### src/rtl/fft_bin_accumulator.sv
// fft_bin_accumulator
//   Reduces one streamed FFT frame to NUM_BINS display bins (per-bin max of a
//   saturated |re|+|im| magnitude), applies peak-hold decay and publishes the
//   result into a display buffer only on frame_sync so bars never tear.
// Ports:
//   clk, rst_n         clock, asynchronous active-low reset
//   in_valid/in_ready  sample handshake; in_ready drops while a committed
//                      frame waits for frame_sync
//   in_re, in_im       signed FFT sample
//   in_last            last sample of a frame (commits the frame)
//   frame_sync         start of vertical blanking (swap point)
//   freq_pos_needed    display bin requested
//   freq_value         registered value of the requested bin (1 clk latency)
//   frame_done         one-cycle pulse when the display buffer is updated
module fft_bin_accumulator #(
  parameter int unsigned N_IN      = 128,
  parameter int unsigned NUM_BINS  = 10,
  parameter int unsigned IN_W      = 16,
  parameter int unsigned MAG_SHIFT = 4,
  parameter int unsigned DECAY     = 64
) (
  input  logic                   clk,
  input  logic                   rst_n,
  input  logic                   in_valid,
  output logic                   in_ready,
  input  logic signed [IN_W-1:0] in_re,
  input  logic signed [IN_W-1:0] in_im,
  input  logic                   in_last,
  input  logic                   frame_sync,
  input  logic [7:0]             freq_pos_needed,
  output logic [11:0]            freq_value,
  output logic                   frame_done
);

  localparam int unsigned IW = $clog2(N_IN);
  localparam int unsigned GW = (NUM_BINS > 1) ? $clog2(NUM_BINS) : 1;
  // idx can reach N_IN (IW+1 bits); NUM_BINS fits in GW bits
  localparam int unsigned PW = IW + 1 + GW;

  typedef enum logic {ACCUM, PENDING} state_t;

  state_t      r_state;
  logic        r_ready;
  logic        r_done;
  logic        r_fresh;
  logic [11:0] r_val;
  logic [IW:0] r_idx;
  logic [11:0] r_pend [NUM_BINS];
  logic [11:0] r_disp [NUM_BINS];

  logic [IN_W-1:0] w_abs_re;
  logic [IN_W-1:0] w_abs_im;
  logic [IN_W:0]   w_mag;
  logic [31:0]     w_shift;
  logic [11:0]     w_scaled;
  logic [PW-1:0]   w_prod;
  logic [GW-1:0]   w_grp;
  logic            w_in_range;
  logic            w_acc;
  logic [11:0]     w_rd;
  logic [11:0]     w_pend_nxt [NUM_BINS];
  logic [11:0]     w_disp_nxt [NUM_BINS];

  assign in_ready   = r_ready;
  assign freq_value = r_val;
  assign frame_done = r_done;

  assign w_acc = in_valid && r_ready;

  // two's-complement negate of the most negative value yields 2^(IN_W-1) as unsigned
  assign w_abs_re = in_re[IN_W-1] ? IN_W'(-in_re) : IN_W'(in_re);
  assign w_abs_im = in_im[IN_W-1] ? IN_W'(-in_im) : IN_W'(in_im);
  assign w_mag    = {1'b0, w_abs_re} + {1'b0, w_abs_im};
  assign w_shift  = 32'(w_mag) >> MAG_SHIFT;
  assign w_scaled = (w_shift > 32'd4095) ? 12'hFFF : w_shift[11:0];

  assign w_in_range = (r_idx < (IW+1)'(N_IN));
  assign w_prod     = PW'(r_idx) * PW'(NUM_BINS);
  assign w_grp      = GW'(w_prod >> IW);

  always_comb begin
    for (int unsigned k = 0; k < NUM_BINS; k++) begin
      // the first sample after a swap starts from a cleared pending buffer
      w_pend_nxt[k] = r_fresh ? '0 : r_pend[k];
      if (w_in_range && (32'(w_grp) == k) && (w_scaled > w_pend_nxt[k]))
        w_pend_nxt[k] = w_scaled;
      w_disp_nxt[k] = (r_disp[k] > 12'(DECAY)) ? (r_disp[k] - 12'(DECAY)) : '0;
      if (r_pend[k] > w_disp_nxt[k])
        w_disp_nxt[k] = r_pend[k];
    end
  end

  always_comb begin
    w_rd = '0;
    for (int unsigned k = 0; k < NUM_BINS; k++) begin
      if (freq_pos_needed == 8'(k))
        w_rd = r_disp[k];
    end
  end

  always_ff @(posedge clk or negedge rst_n) begin
    if (!rst_n) begin
      r_state <= ACCUM;
      r_ready <= 1'b1;
      r_done  <= 1'b0;
      r_fresh <= 1'b1;
      r_val   <= '0;
      r_idx   <= '0;
      for (int unsigned k = 0; k < NUM_BINS; k++) begin
        r_pend[k] <= '0;
        r_disp[k] <= '0;
      end
    end else begin
      r_done <= 1'b0;
      r_val  <= w_rd;
      case (r_state)
        ACCUM: begin
          if (w_acc) begin
            r_fresh <= 1'b0;
            for (int unsigned k = 0; k < NUM_BINS; k++)
              r_pend[k] <= w_pend_nxt[k];
            if (in_last) begin
              r_idx   <= '0;
              r_state <= PENDING;
              r_ready <= 1'b0;
            end else if (w_in_range) begin
              r_idx <= r_idx + 1'b1;
            end
          end
        end
        PENDING: begin
          if (frame_sync) begin
            for (int unsigned k = 0; k < NUM_BINS; k++)
              r_disp[k] <= w_disp_nxt[k];
            r_done  <= 1'b1;
            r_fresh <= 1'b1;
            r_state <= ACCUM;
            r_ready <= 1'b1;
          end
        end
        default: begin
          r_state <= ACCUM;
          r_ready <= 1'b1;
        end
      endcase
    end
  end

endmodule

### config.mk
export PLATFORM = sky130hd
export DESIGN_NAME = fft_bin_accumulator
export DESIGN_NICKNAME = d
export VERILOG_FILES = /design/src/rtl/fft_bin_accumulator.sv
export SDC_FILE = /design/constraint.sdc
export NUM_CORES = 1
export LEC_CHECK = 0
export BUFFER_PORTS_ARGS = -buffer_cell sky130_fd_sc_hd__buf_4
export CAP_MARGIN = 10
export CORE_MARGIN = 10
export CORE_UTILIZATION = 35
export CTS_BUF_LIST = sky130_fd_sc_hd__clkbuf_8
export DETAILED_ROUTE_END_ITERATION = 8
export SLEW_MARGIN = 5
export SYNTH_ARGS = -nofsm -noshare
export SYNTH_HDL_FRONTEND = slang
export SYNTH_SLANG_ARGS = --single-unit
export TNS_END_PERCENT = 50
### constraint.sdc
create_clock -name clk -period 5.6 [get_ports clk]
set_input_delay 0.28 -clock clk [delete_from_list [all_inputs] [get_ports clk]]
set_output_delay 0.28 -clock clk [all_outputs]
set_load 0.1 [all_outputs]
# Word-level counts from Yosys, hierarchy flattened
# Cells that the tools add are included.
totals:
  output_inout_bits: 14
  reg_bits: 264
  wordCells: 191
op_classes:
  mul: 1
  add_sub_neg: 14
  bitwise: 1
  magnitude_cmp: 32
  muxes: 67
  n_reduce_logical: 29
  n_eq_ne: 21
ops:
  columns: ["cell", "count"]
  rows:
  - ["2-to-1 mux 12 bit", 51]
  - ["> comparator 12 bit", 20]
  - ["> comparator 12 x 7 -> 1 bit, second input constant", 10]
  - ["subtractor 12 x 7 -> 12 bit, second input constant", 10]
  - ["== test 8 x 3 -> 1 bit, second input constant", 4]
  - ["2-to-1 mux 16 bit", 2]
  - ["negation 16 bit", 2]
  - ["logical AND 1 bit", 21]
  - ["adder 16 x 16 -> 17 bit", 1]
  - ["== test 4 x 3 -> 1 bit, second input constant", 4]
  - ["== test 8 x 2 -> 1 bit, second input constant", 2]
  - ["== test 8 x 4 -> 1 bit, second input constant", 2]
  - ["2-to-1 mux 8 bit", 2]
  - ["> comparator 13 x 12 -> 1 bit, second input constant", 1]
  - ["multiplier 8 x 3 -> 10 bit, second input constant", 1]
  - ["2-to-1 mux 1 bit", 9]
  - ["adder 8 x 1 -> 8 bit, second input constant", 1]
  - ["== test 4 x 2 -> 1 bit, second input constant", 2]
  - ["== test 4 bit, second input constant", 2]
  - ["== test 8 x 1 -> 1 bit, second input constant", 1]
  - ["logical NOT 8 bit", 1]
  - ["less-than comparator 8 bit, second input constant", 1]
  - ["!= test 2 bit, second input constant", 3]
  - ["one-hot mux 1 bit (2 select lines)", 3]
  - ["6 further kinds", 9]

# Depth between registers and ports, before layout
depth:
  word_depth: 11
  mapped_depth: 26

# Worst setup path after synthesis
# OpenSTA, ideal clock, no wires.
synth_path:
  path_kind: "input port to flip-flop"
  startpoint: "in in_im[6]"
  endpoint: "reg r_pend[23] (netlist bit)"
  arrival_ps: 6086
  setup_slack_ps: -646
  path_stages: 26
  required_ps: 5439
  path_buffers: 3
  path_cell_list: "or4_1 -> or2_2 -> nor3_1 -> nand2b_1 -> o41ai_1 -> xnor2_1 -> ha_1 -> a21o_1 -> a21o_1 -> a21o_1 -> or3_1 -> buf_4 -> buf_4 -> nor2_1 -> inv_1 -> ha_1 -> nor2b_1 -> o21a_1 -> o21a_1 -> o21ai_0 -> nand2b_1 -> maj3_1 -> a221o_1 -> and4_1 -> buf_4 -> mux2i_1"
synth_between:
  elab_chain_len: 8
synth_rtl:
  columns: ["item", "line_no", "rtl"]
  rows:
  - ["start: declaration", "27", "input logic signed [IN_W-1:0] in_im,"]
  - ["negation 16 bit", "72", "assign w_abs_im = in_im[IN_W-1] ? IN_W'(-in_im) : IN_W'(in_im);"]
  - ["2-to-1 mux 16 bit (*)", "72", null]
  - ["adder 16 x 16 -> 17 bit (*)", "73", "assign w_mag = {1'b0, w_abs_re} + {1'b0, w_abs_im};"]
  - ["> comparator 13 x 12 -> 1 bit", "75", "assign w_scaled = (w_shift > 32'd4095) ? 12'hFFF : w_shift[11:0];"]
  - ["2-to-1 mux 12 bit (*)", "75", null]
  - ["> comparator 12 bit", "85", "if (w_in_range && (32'(w_grp) == k) && (w_scaled > w_pend_nxt[k]))"]
  - ["logical AND 1 bit", "85", null]
  - ["2-to-1 mux 12 bit (*)", "85", null]
  - ["end signal: indexed assignment", "121", "r_pend[k] <= w_pend_nxt[k];"]
  - ["end: declaration", "48", "logic [11:0] r_pend [NUM_BINS];"]
# Mark *: on every way between the ends. The rest lies on a longest branch, timed or not.
# A chain may end at the register's enable or synchronous reset.

# Worst setup path in the final report
layout_path:
  startpoint: "in in_im[6]"
  endpoint: "reg r_pend[98] (netlist bit)"
# Same word-level chain as after synthesis.

==> results.yml <==
global_routing:
  grt_use_total_pct: 19.2
  antenna_found_initial: 1
  grt_pass1_vias: 19200
  grt.overflow.total: 0
  grt_max_degree: 146
  grt_pass1_wl_mm: 109
synthesis:
  yosysWarnings: 0
  synth-compound-area-share_pct: 20.0
  ys_seq_area_share_pct: 30.7
  synthSimpleGateAreaFrac_pct: 21.4
  synthAdderAreaFrac_pct: 15.7
  avgSynthCellArea_um2: 8.98
  yosysTopAreaCell: "dfrtp_1"
  synthesis.area_um2: 21500
  ys.flop_type: "dfrtp_1"
  yosys-mux-area-fraction_pct: 5.85
  yosys.cell_types.count: 85
  yosysTopAreaCellShare_pct: 30.4
  synth.area.top_cells: "dfrtp_1 30%, ha_1 16%, nand2_1 5.5%"
  synth_edf_count: 0
  synth_top_family_by_area: "simple AND/OR/NAND/NOR gates"
  syn_nets: 2711
  synth-seq-cells: 264
  synthCells: 2398
  async_reset_ff_share_pct: 100
  synth-xor-area-share_pct: 2.83
place:
  placedCellCount: 3255
  gp_congestion: 0.949
  dp_hpwl_mm: 52.0
  post_dp_cell_area_um2: 23600
  portBuffers: 58
sta:
  period_share_pct: 93.1
  slew_headroom_pct: 23.3
  setup_violations: 0
  min_period_ns: 5.21
  timing.fmax_mhz: 192
  drv_slew: 0
  worst_pin_slew_ns: 1.14
  worst_clock_skew_ns: 0.0286
  rsz0062_at_grt: "no"
  final_hold_viol_count: 0
clocking:
  cts-htree-levels: 2
  clk_latency_ns: 0.65
  clockRootBuffer: "clkbuf_8"
  cts_resized: 0
  clk_pin_slew_ns: 0.06
  clock-sinks: 264
  cts_setup_buffers: 0
  cts_buffer_depth: 3
  cts_buffers: 49
  cts_tree: "yes"
final_layout:
  nNetsFinal: 2841
  final_layout_size_suffix_gt1_share_pct: 17.0
  stdcell_area_um2: 24800
  finalNonFillerCells: 3351
  area_growth_pct: 14.9
setup_path:
  critPathCaptureType: "flop"
  crit_fanout: 9
  worstPathRequired_ns: 6.10
  worstSetupStartpointType: "primary input"
  cp.arrival_ns: 5.72
  path_class: "in -> reg"
pwr:
  p_sw_mw: 4.67
  p_int_mw: 5.75
  power_density_nw_per_um2: 421
  finalPower_mw: 10.4
  pwr-share-clk_pct: 20.2
  switching_share_pct: 44.8
  p_leak_nw: 11.3
  seqPwrFrac_pct: 26.9
  irDropWorstVdd_uv: 197
  power_frac_comb_pct: 52.9
detailed_routing:
  vias_per_cell: 5.83
  ant_nets: 0
  drc: 0
  wl_mm: 70.1
  dr.pass1.iters: 6
  routedWlPerCell_um: 20.9
  drt_iter0_drc: 1793
  via_count: 19500
floorplan:
  ios: 59
  die_h_um: 268
  start_util_pct: 35.5
  die_x_um: 268
  dieArea_um2: 71900
  rows: 90
  core_area_um2: 60700
outcome:
  status: "finished clean"
flow_run:
  max_cap_viol_count: 0
min_path:
  hp-class: "in -> reg"
cells in the mapped netlist (7+ instances only):
master and instances:
o21a_1 22, xor2_1 12, o211ai_1 8, nand4_1 44, mux2_2 29, o31ai_1 11
a2111oi_0 13, nand2b_1 42, o22ai_1 9, nor4_1 19, buf_2 7, ha_1 268
nand2_1 315, and3_1 26, clkbuf_1 74, a221o_1 25, a21oi_1 86, buf_4 8
nor4b_1 7, dfrtp_1 262, or4_1 12, mux2i_1 64, xnor2_1 54, a31oi_1 60
a22o_1 86, inv_1 84, buf_1 8, and2_1 30, nor2b_1 48, o21ai_1 16
mux4_2 13, o21ai_0 65, nor3_1 72, a21o_1 61, nor3b_1 12, or2_2 71
o2bb2ai_1 49, nor2_1 151, nand3_1 31, or3_1 17
worst max-delay path, cell delays in order:
cell and delay [ns]:
buf_4 0.11, or4_4 0.52, or2_4 0.25, nor3_2 0.17, nand2b_1 0.10, buf_4 0.15, nor4_1 0.35, ha_1 0.32
nand3_1 0.11, or3_1 0.14, and3b_1 0.19, or3_1 0.39, buf_12 0.17, buf_4 0.14, a21oi_4 0.12, inv_2 0.11
ha_1 0.31, and3_1 0.21, nand3_2 0.11, or3_4 0.41, nor4_2 0.34, a221o_1 0.28, nor3_4 0.10, a221o_1 0.33
registers in the layout (all words and copies together), names as in the netlist:
| signal | cells |
|---|---|
| r_state | 1 |
| r_pend | 120 |
| in_ready | 1 |
| freq_value | 12 |
| frame_done | 1 |
| r_idx | 8 |
| r_fresh | 1 |
| r_disp | 120 |
per-layer routing:
layer	vias to the layer above	part of all wire, %	wire [µm]	GRT usage, %
met5	-	0	0	0
li1	9157	-	-	-
met4	0	3.3	2290	6.84
met3	142	6.2	4370	3.50
met1	9637	44	31000	24.9
met2	593	46	32400	31.6
cells in the final DEF (no fill, tap or decap), types with 30 or more instances in the layout:
| master | count |
|---|---|
| clkbuf_8 | 60 |
| buf_4 | 167 |
| a31oi_1 | 60 |
| a22o_1 | 86 |
| dfrtp_1 | 262 |
| a21o_1 | 61 |
| xnor2_1 | 54 |
| nand2_1 | 315 |
| inv_1 | 83 |
| mux2i_1 | 64 |
| nand4_1 | 44 |
| nor2b_1 | 48 |
| nor3_1 | 71 |
| or2_2 | 70 |
| nor2_1 | 144 |
| and2_1 | 30 |
| a21oi_1 | 85 |
| ha_1 | 266 |
| o2bb2ai_1 | 48 |
| nand3_1 | 30 |
| nand2b_1 | 42 |
| o21ai_0 | 63 |
final cells by class:
| class | instances | area (µm²) |
|---|---|---|
| diodes | 1 | 2.50 |
| clock buffers | 60 | 826 |
| clock inverters | 31 | 264 |
| fillers | 5937 | 35900 |
| inverters | 86 | 327 |
| multi-input cells | 1949 | 14300 |
| flip-flops and latches | 264 | 6610 |
| well taps | 782 | 978 |
| repair buffers | 178 | 1430 |
metrics by stage:
step	TNS (ns)	setup WS (ns)	hold slack, ns	utilization (%)
after floorplan	-0.753	-0.0543	-0.0156	-
after global placement	-2.78	-0.108	0.434	38.9
after detailed placement	-9.96	-0.177	0.449	38.9
after CTS	0	0.472	0.114	40.8
after global routing	0	0.138	0.192	40.8
final	0	0.385	0.174	40.8
power by group through the flow:
stage,sequential [mW],combinational (mW),clock (mW)
2_1_floorplan,2.64,3.79,0
3_5_place_dp,2.83,5.42,0
3_3_place_gp,2.82,5.24,0
5_1_grt,2.86,6.10,2.23
6_report,2.81,5.51,2.10
4_1_cts,2.80,5.46,2.14
final timing paths:
check,start,to,slack (ns),cells past startpoint
min in group asynchronous,rst_n,r_disp[9],0.32,2
min,freq_pos_needed[3],freq_value[5],0.17,4
max in group asynchronous,rst_n,r_disp[118],3.90,3
min reg2reg,in_ready,in_ready,0.48,2
max,in_im[6],r_pend[98],0.39,24
max reg2reg,r_disp[55],r_disp[53],0.87,16
logic make-up (layout without fill, tap and decap cells):
kind of cell,after synthesis,count (layout)
and+or+nand+nor,920,920
AOI/OAI and AO/OA,584,584
adders and majority gates,271,271
DFF,264,264
buffers and inverters,185,355
muxes,106,106
xor gates and xnor gates,68,68
other,0,1
repair_timing:
item | 4_1_cts | 5_1_grt
setup endpoints to repair | 0 | 0
hold endpoints to repair | 126 | 0
hold buffers | 4 | 0
Note: power is estimated with default switching activity, not from simulation.
